### src/rtl/hazard_scoreboard_ctrl_pkg.sv
// Shared constants for the hazard scoreboard: stall vector encodings, stall bit indices and producer latencies.
package hazard_scoreboard_ctrl_pkg;

    localparam int STALL_W   = 6;
    localparam int STALL_PC  = 5;
    localparam int STALL_IF  = 4;
    localparam int STALL_ID  = 3;
    localparam int STALL_EX  = 2;
    localparam int STALL_MEM = 1;
    localparam int STALL_WB  = 0;

    localparam logic [STALL_W-1:0] STALL_NONE    = 6'b000_000;
    localparam logic [STALL_W-1:0] STALL_LOADUSE = 6'b111_000;
    localparam logic [STALL_W-1:0] STALL_MEMWAIT = 6'b111_110;

    localparam int LAT_ALU  = 0;
    localparam int LAT_LOAD = 1;

    // Memory wait dominates; a data hazard holds PC/IF/ID and lets EX take a bubble.
    function automatic logic [STALL_W-1:0] stall_sel(input logic mem_busy, input logic hazard);
        logic [STALL_W-1:0] v;
        v = STALL_NONE;
        if (mem_busy)
            v = STALL_MEMWAIT;
        else if (hazard)
            v = STALL_LOADUSE;
        return v;
    endfunction

endpackage

### src/rtl/hazard_scoreboard_ctrl_sb_counter.sv
// One scoreboard entry: cycles left until a register's pending result becomes forwardable.
// Load wins over decrement; counting pauses while run_i is low and never wraps below zero.
module sb_counter #(
    parameter int LAT_W = 3
) (
    input  logic             clk,
    input  logic             rst,
    input  logic             load_i,
    input  logic [LAT_W-1:0] load_val_i,
    input  logic             run_i,
    output logic [LAT_W-1:0] cnt_o
);

    logic [LAT_W-1:0] cnt_d;
    logic [LAT_W-1:0] cnt_q;

    always_comb begin
        cnt_d = cnt_q;
        if (load_i)
            cnt_d = load_val_i;
        else if (run_i && (cnt_q != '0))
            cnt_d = cnt_q - LAT_W'(1);
    end

    always_ff @(posedge clk) begin
        if (!rst)
            cnt_q <= '0;
        else
            cnt_q <= cnt_d;
    end

    assign cnt_o = cnt_q;

endmodule

### src/rtl/hazard_scoreboard_ctrl.sv
// Stall controller: per-register countdown scoreboard, source hazard compare, stall priority mux and perf counter.
// Stall outputs are combinational from current inputs and scoreboard state; a memory wait freezes the scoreboard.
module hazard_scoreboard_ctrl
    import hazard_scoreboard_ctrl_pkg::*;
#(
    parameter int NUM_SRC    = 2,
    parameter int REG_ADDR_W = 5,
    parameter int NUM_REGS   = 32,
    parameter int MAX_LAT    = 4,
    parameter int LAT_W      = 3,
    parameter int PERF_W     = 16
) (
    input  logic                          clk,
    input  logic                          rst,
    input  logic                          ex_valid_i,
    input  logic                          ex_wreg_i,
    input  logic [REG_ADDR_W-1:0]         ex_reg3_i,
    input  logic [LAT_W-1:0]              ex_lat_i,
    input  logic [NUM_SRC*REG_ADDR_W-1:0] id_reg_i,
    input  logic [NUM_SRC-1:0]            id_regRead_i,
    input  logic                          mem_busy_i,
    output logic [STALL_W-1:0]            stall_o,
    output logic                          hazard_o,
    output logic [PERF_W-1:0]             stall_cnt_o
);

    logic [NUM_REGS-1:0][LAT_W-1:0] cnt;
    logic [LAT_W-1:0]               lat_clamped;
    logic [LAT_W-1:0]               load_val;
    logic                           ex_produces;
    logic                           issue;
    logic                           hazard;
    logic [STALL_W-1:0]             stall;
    logic [PERF_W-1:0]              stall_cnt_d;
    logic [PERF_W-1:0]              stall_cnt_q;

    assign ex_produces = ex_valid_i & ex_wreg_i & (ex_lat_i != '0);
    assign issue       = ex_produces & (ex_reg3_i != '0) & ~mem_busy_i;
    assign lat_clamped = (ex_lat_i > LAT_W'(MAX_LAT)) ? LAT_W'(MAX_LAT) : ex_lat_i;
    assign load_val    = lat_clamped - LAT_W'(1);

    // Register 0 is hardwired, so it gets no counter and always reads as ready.
    assign cnt[0] = '0;

    for (genvar r = 1; r < NUM_REGS; r++) begin : g_sb
        sb_counter #(
            .LAT_W(LAT_W)
        ) u_cnt (
            .clk        (clk),
            .rst        (rst),
            .load_i     (issue && (ex_reg3_i == REG_ADDR_W'(r))),
            .load_val_i (load_val),
            .run_i      (~mem_busy_i),
            .cnt_o      (cnt[r])
        );
    end

    always_comb begin
        logic [REG_ADDR_W-1:0] src;
        hazard = 1'b0;
        src    = '0;
        for (int k = 0; k < NUM_SRC; k++) begin
            src = id_reg_i[k*REG_ADDR_W +: REG_ADDR_W];
            // The EX-stage compare catches the producer before its counter has been written.
            if (id_regRead_i[k] && (src != '0) &&
                ((cnt[src] != '0) || (ex_produces && (ex_reg3_i == src))))
                hazard = 1'b1;
        end
    end

    always_comb begin
        stall = STALL_NONE;
        if (rst)
            stall = stall_sel(mem_busy_i, hazard);
    end

    assign stall_o  = stall;
    assign hazard_o = rst & hazard;

    always_comb begin
        stall_cnt_d = stall_cnt_q;
        if ((stall != STALL_NONE) && (stall_cnt_q != '1))
            stall_cnt_d = stall_cnt_q + PERF_W'(1);
    end

    always_ff @(posedge clk) begin
        if (!rst)
            stall_cnt_q <= '0;
        else
            stall_cnt_q <= stall_cnt_d;
    end

    assign stall_cnt_o = stall_cnt_q;

endmodule

### config.mk
export PLATFORM = sky130hd
export DESIGN_NAME = hazard_scoreboard_ctrl
export DESIGN_NICKNAME = d
export VERILOG_FILES = /design/src/rtl/hazard_scoreboard_ctrl_pkg.sv /design/src/rtl/hazard_scoreboard_ctrl_sb_counter.sv /design/src/rtl/hazard_scoreboard_ctrl.sv
export SDC_FILE = /design/constraint.sdc
export NUM_CORES = 1
export LEC_CHECK = 0
export CORE_ASPECT_RATIO = 0.6
export CORE_MARGIN = 2
export CORE_UTILIZATION = 45
export DETAILED_ROUTE_END_ITERATION = 10
export GPL_ROUTABILITY_DRIVEN = 0
export GPL_TIMING_DRIVEN = 0
export MAX_ROUTING_LAYER = met4
export PLACE_DENSITY = 0.61
export SETUP_SLACK_MARGIN = 0.15
export SLEW_MARGIN = 20
export SYNTH_ARGS = -nofsm -noshare
export SYNTH_HDL_FRONTEND = slang
export SYNTH_SLANG_ARGS = --single-unit
### constraint.sdc
create_clock -name clk -period 12.7 [get_ports clk]
set_clock_uncertainty 0.1 [all_clocks]
set_input_delay 3.81 -clock clk [delete_from_list [all_inputs] [get_ports clk]]
set_output_delay 3.81 -clock clk [all_outputs]
set_load 0.05 [all_outputs]
==> out/results.txt <==
placement-stage cell area: 7940 sq um
core region area: 15600 sq um
Tightest Pin Transition: 969 ps
Die Width: 168 microns
DRC Markers: 0
worst setup margin: 1090 ps
Routed Antenna Nets: 0
grt total ovfl: 0
fraction of layout cells with a size suffix above 1: 0.0422
number of synthesized flops with an enable pin: 0
n_diodes: 0
crit path max fanout: 6
HPWL after DPL: 16200 microns
Max VDD drop: 0.000107 V
post-layout instance area: 8230 sq um
Final Max Slew Viols: 0
Syn-to-layout area delta: 12.8%
drt via density: 5.40
Initial Utilization: 0.468
status: finished clean
GRT Util Overall: 0.260
Post-Syn Instances: 1012
total power: 1.94 mW
synth warn: 0
htree depth: 3
first-pass GRT wire length: 33600 microns
clock buffer count from CTS: 9
placed cell count: 1254
IO Pins: 48
slowest stage delay, CP: 910 ps
mapped cell area: 7290 sq um
post-synthesis cell type count: 57
startpoint type of the worst setup path: input pin
row cnt: 35
vias in the first global route: 6014
post-layout min period: 11610 ps
total routed wirelength: 21400 microns
fmax: 86.1 MHz
CP endpoint kind: primary output
post-synthesis sequential area ratio: 0.299
drt first pass iters: 5
RSZ-0062 raised after global routing: false
clock tree sinks: 109
Main synth FF type: dfxtp_1
post-synthesis register bit count: 109
crit path cell chain: clkdlybuf4s50_1 > nor2b_1 > nand4_1 > a31oi_1 > o32ai_1 > a2111oi_1 > o21a_1 > a21oi_1 > buf_4 > clkdlybuf4s50_1
Port Buf Inserts: 39
CTS tree: done
Async SR Flop Fraction: 0
Final #Nets: 1151
Syn Nets: 1101
die area: 17300 sq um
Detailed Route Iter0 Violations: 654
Chip Height: 103 microns
Slew HR: 0.344
CP delay by family, top: compound AO/OA/AOI/OAI gates
Clock transition at path regs: 80 ps
worst setup path category: input pin to primary output
Leak: 3.14 nW
Crit-path slowest cell: a2111oi_1
CTS Root Cell: clkbuf_16
Vias: 6855
CP Data Arrival Time: 7700 ps
Post-CTS Setup Inserts: 0
Hold Path Class: flop to flop
PwrDens: 236 nW/um^2
maxcap violations: 0
Finished Layout Cells: 1270
initial antenna violation count: 0
Hold Fails Final Rpt: 0
Setup-failing EPs final: 0
Placement Setup Slack: 1210 ps
cts repair resizes: 0
Required @ worst endpoint: 8790 ps
most frequent cell on the critical path: clkdlybuf4s50_1
syn_area_per_cell: 7.21 sq um
fin crit share: 0.914
Post-CTS Hold Buffers: 0
Fin Setup TNS: 0 ps
Clock Path Buffers: 2
CP Buf/Inv Count: 3
Clk Latency, worst-skew pair: 360 ps
wire per inst: 16.8 microns
largest net degree at the start of global routing: 21
report_power, final:
group | total [mW] | switching, mW | internal [mW]
Combinational | 1.04 | 0.571 | 0.472
Sequential | 0.616 | 0.132 | 0.485
Clock | 0.284 | 0.146 | 0.138
stage by stage:
step           hold WS, ps  utilization
6_report               384        0.528
5_1_grt                414        0.528
4_1_cts                387        0.528
3_5_place_dp           369        0.509
3_3_place_gp           372        0.509
2_1_floorplan          458            -
cells in the mapped netlist, types with 2 or more instances:
| library cell | n | area share |
|---|---|---|
| o31ai_1 | 3 | 0.0031 |
| a211o_1 | 2 | 0.0024 |
| nor3_1 | 21 | 0.014 |
| nor4_1 | 24 | 0.021 |
| nand2b_1 | 12 | 0.010 |
| and3_1 | 8 | 0.0069 |
| ha_1 | 64 | 0.11 |
| a22oi_1 | 2 | 0.0021 |
| a31oi_1 | 4 | 0.0034 |
| a211oi_1 | 30 | 0.031 |
| or3_1 | 2 | 0.0017 |
| mux4_2 | 3 | 0.0093 |
| a21oi_1 | 116 | 0.080 |
| a31o_1 | 2 | 0.0024 |
| xnor2_1 | 37 | 0.044 |
| nand2_1 | 62 | 0.032 |
| buf_2 | 6 | 0.0041 |
| nor2_1 | 251 | 0.13 |
| o21a_1 | 2 | 0.0021 |
| clkbuf_1 | 32 | 0.016 |
| o22ai_1 | 2 | 0.0017 |
| buf_4 | 4 | 0.0041 |
| inv_1 | 101 | 0.052 |
| dfxtp_1 | 109 | 0.30 |
| nand4_1 | 9 | 0.0077 |
| a41oi_1 | 2 | 0.0024 |
| a2111oi_0 | 4 | 0.0048 |
| xor2_1 | 5 | 0.0060 |
| mux2i_1 | 18 | 0.025 |
| mux2_2 | 12 | 0.019 |
| o21ai_0 | 14 | 0.0096 |
| nor2b_1 | 8 | 0.0069 |
| nand3_1 | 17 | 0.012 |
cell families (layout without fill, tap and decap cells):
kind of cell	count (synthesis)	count (layout)	share of synthesized area
buffers and inverters	145	200	0.0777
other	1	1	0.000514
flip-flops	109	109	0.299
XOR/XNOR	42	42	0.0504
adder cells (fa/ha/maj)	64	64	0.110
AND/OR/NAND/NOR	421	421	0.249
AO/OA/AOI/OAI	197	197	0.161
multiplexers	33	33	0.0525
sequential cells by signal, summed over array words and instances, names as in the netlist:
register          flops
stall_cnt_o          16
g_sb.u_cnt.cnt_o     93
layout by cell type, fill, tap and decap left out, types with 6 or more instances in the layout:
cell and n:
a211oi_1 30, a21oi_1 116, and3_1 8, buf_2 6, clkbuf_1 32, clkbuf_16 9
clkdlybuf4s50_1 39, dfxtp_1 109, ha_1 64, inv_1 101, mux2_2 12, mux2i_1 18
nand2_1 62, nand2b_1 12, nand3_1 17, nand4_1 9, nor2_1 251, nor2b_1 8
nor3_1 21, nor4_1 24, o21ai_0 14, xnor2_1 37
path summary, 6_finish.rpt:
kind | start | to | slack, ps | cells past startpoint
worst max-delay path | id_reg_i[5] | stall_o[4] | 1090 | 10
worst min-delay path | stall_cnt_o[9] | stall_cnt_o[9] | 380 | 2
worst max register to register | g_sb[30].u_cnt.cnt_o[0] | stall_cnt_o[10] | 9340 | 8
worst min register to register | stall_cnt_o[9] | stall_cnt_o[9] | 380 | 2
cell type report:
class                      count  area (sq um)
multi-input combinational    758          4550
tap                          203           254
clock buffer                   9           225
fill                        1578          7360
buffer                        43           184
timing repair buffer          39           390
sequential                   109          2180
clock inverter                 7          63.8
inverter                     102           383
per-layer routing:
layer / part of all wire / up-vias / GRT usage
met2: 0.39 / 216 / 0.355
li1: - / 3528 / -
met4: 0.0057 / 0 / 0.0385
met1: 0.52 / 3101 / 0.393
met3: 0.084 / 10 / 0.0545
met5: 0 / - / -
worst min-delay path: cells and delay by family (launching register included):
kind | cells | cell delay [ps]
DFF | 1 | 330
muxes | 1 | 50
and+or+nand+nor | 1 | 60
(Power assumes the default switching activity.)
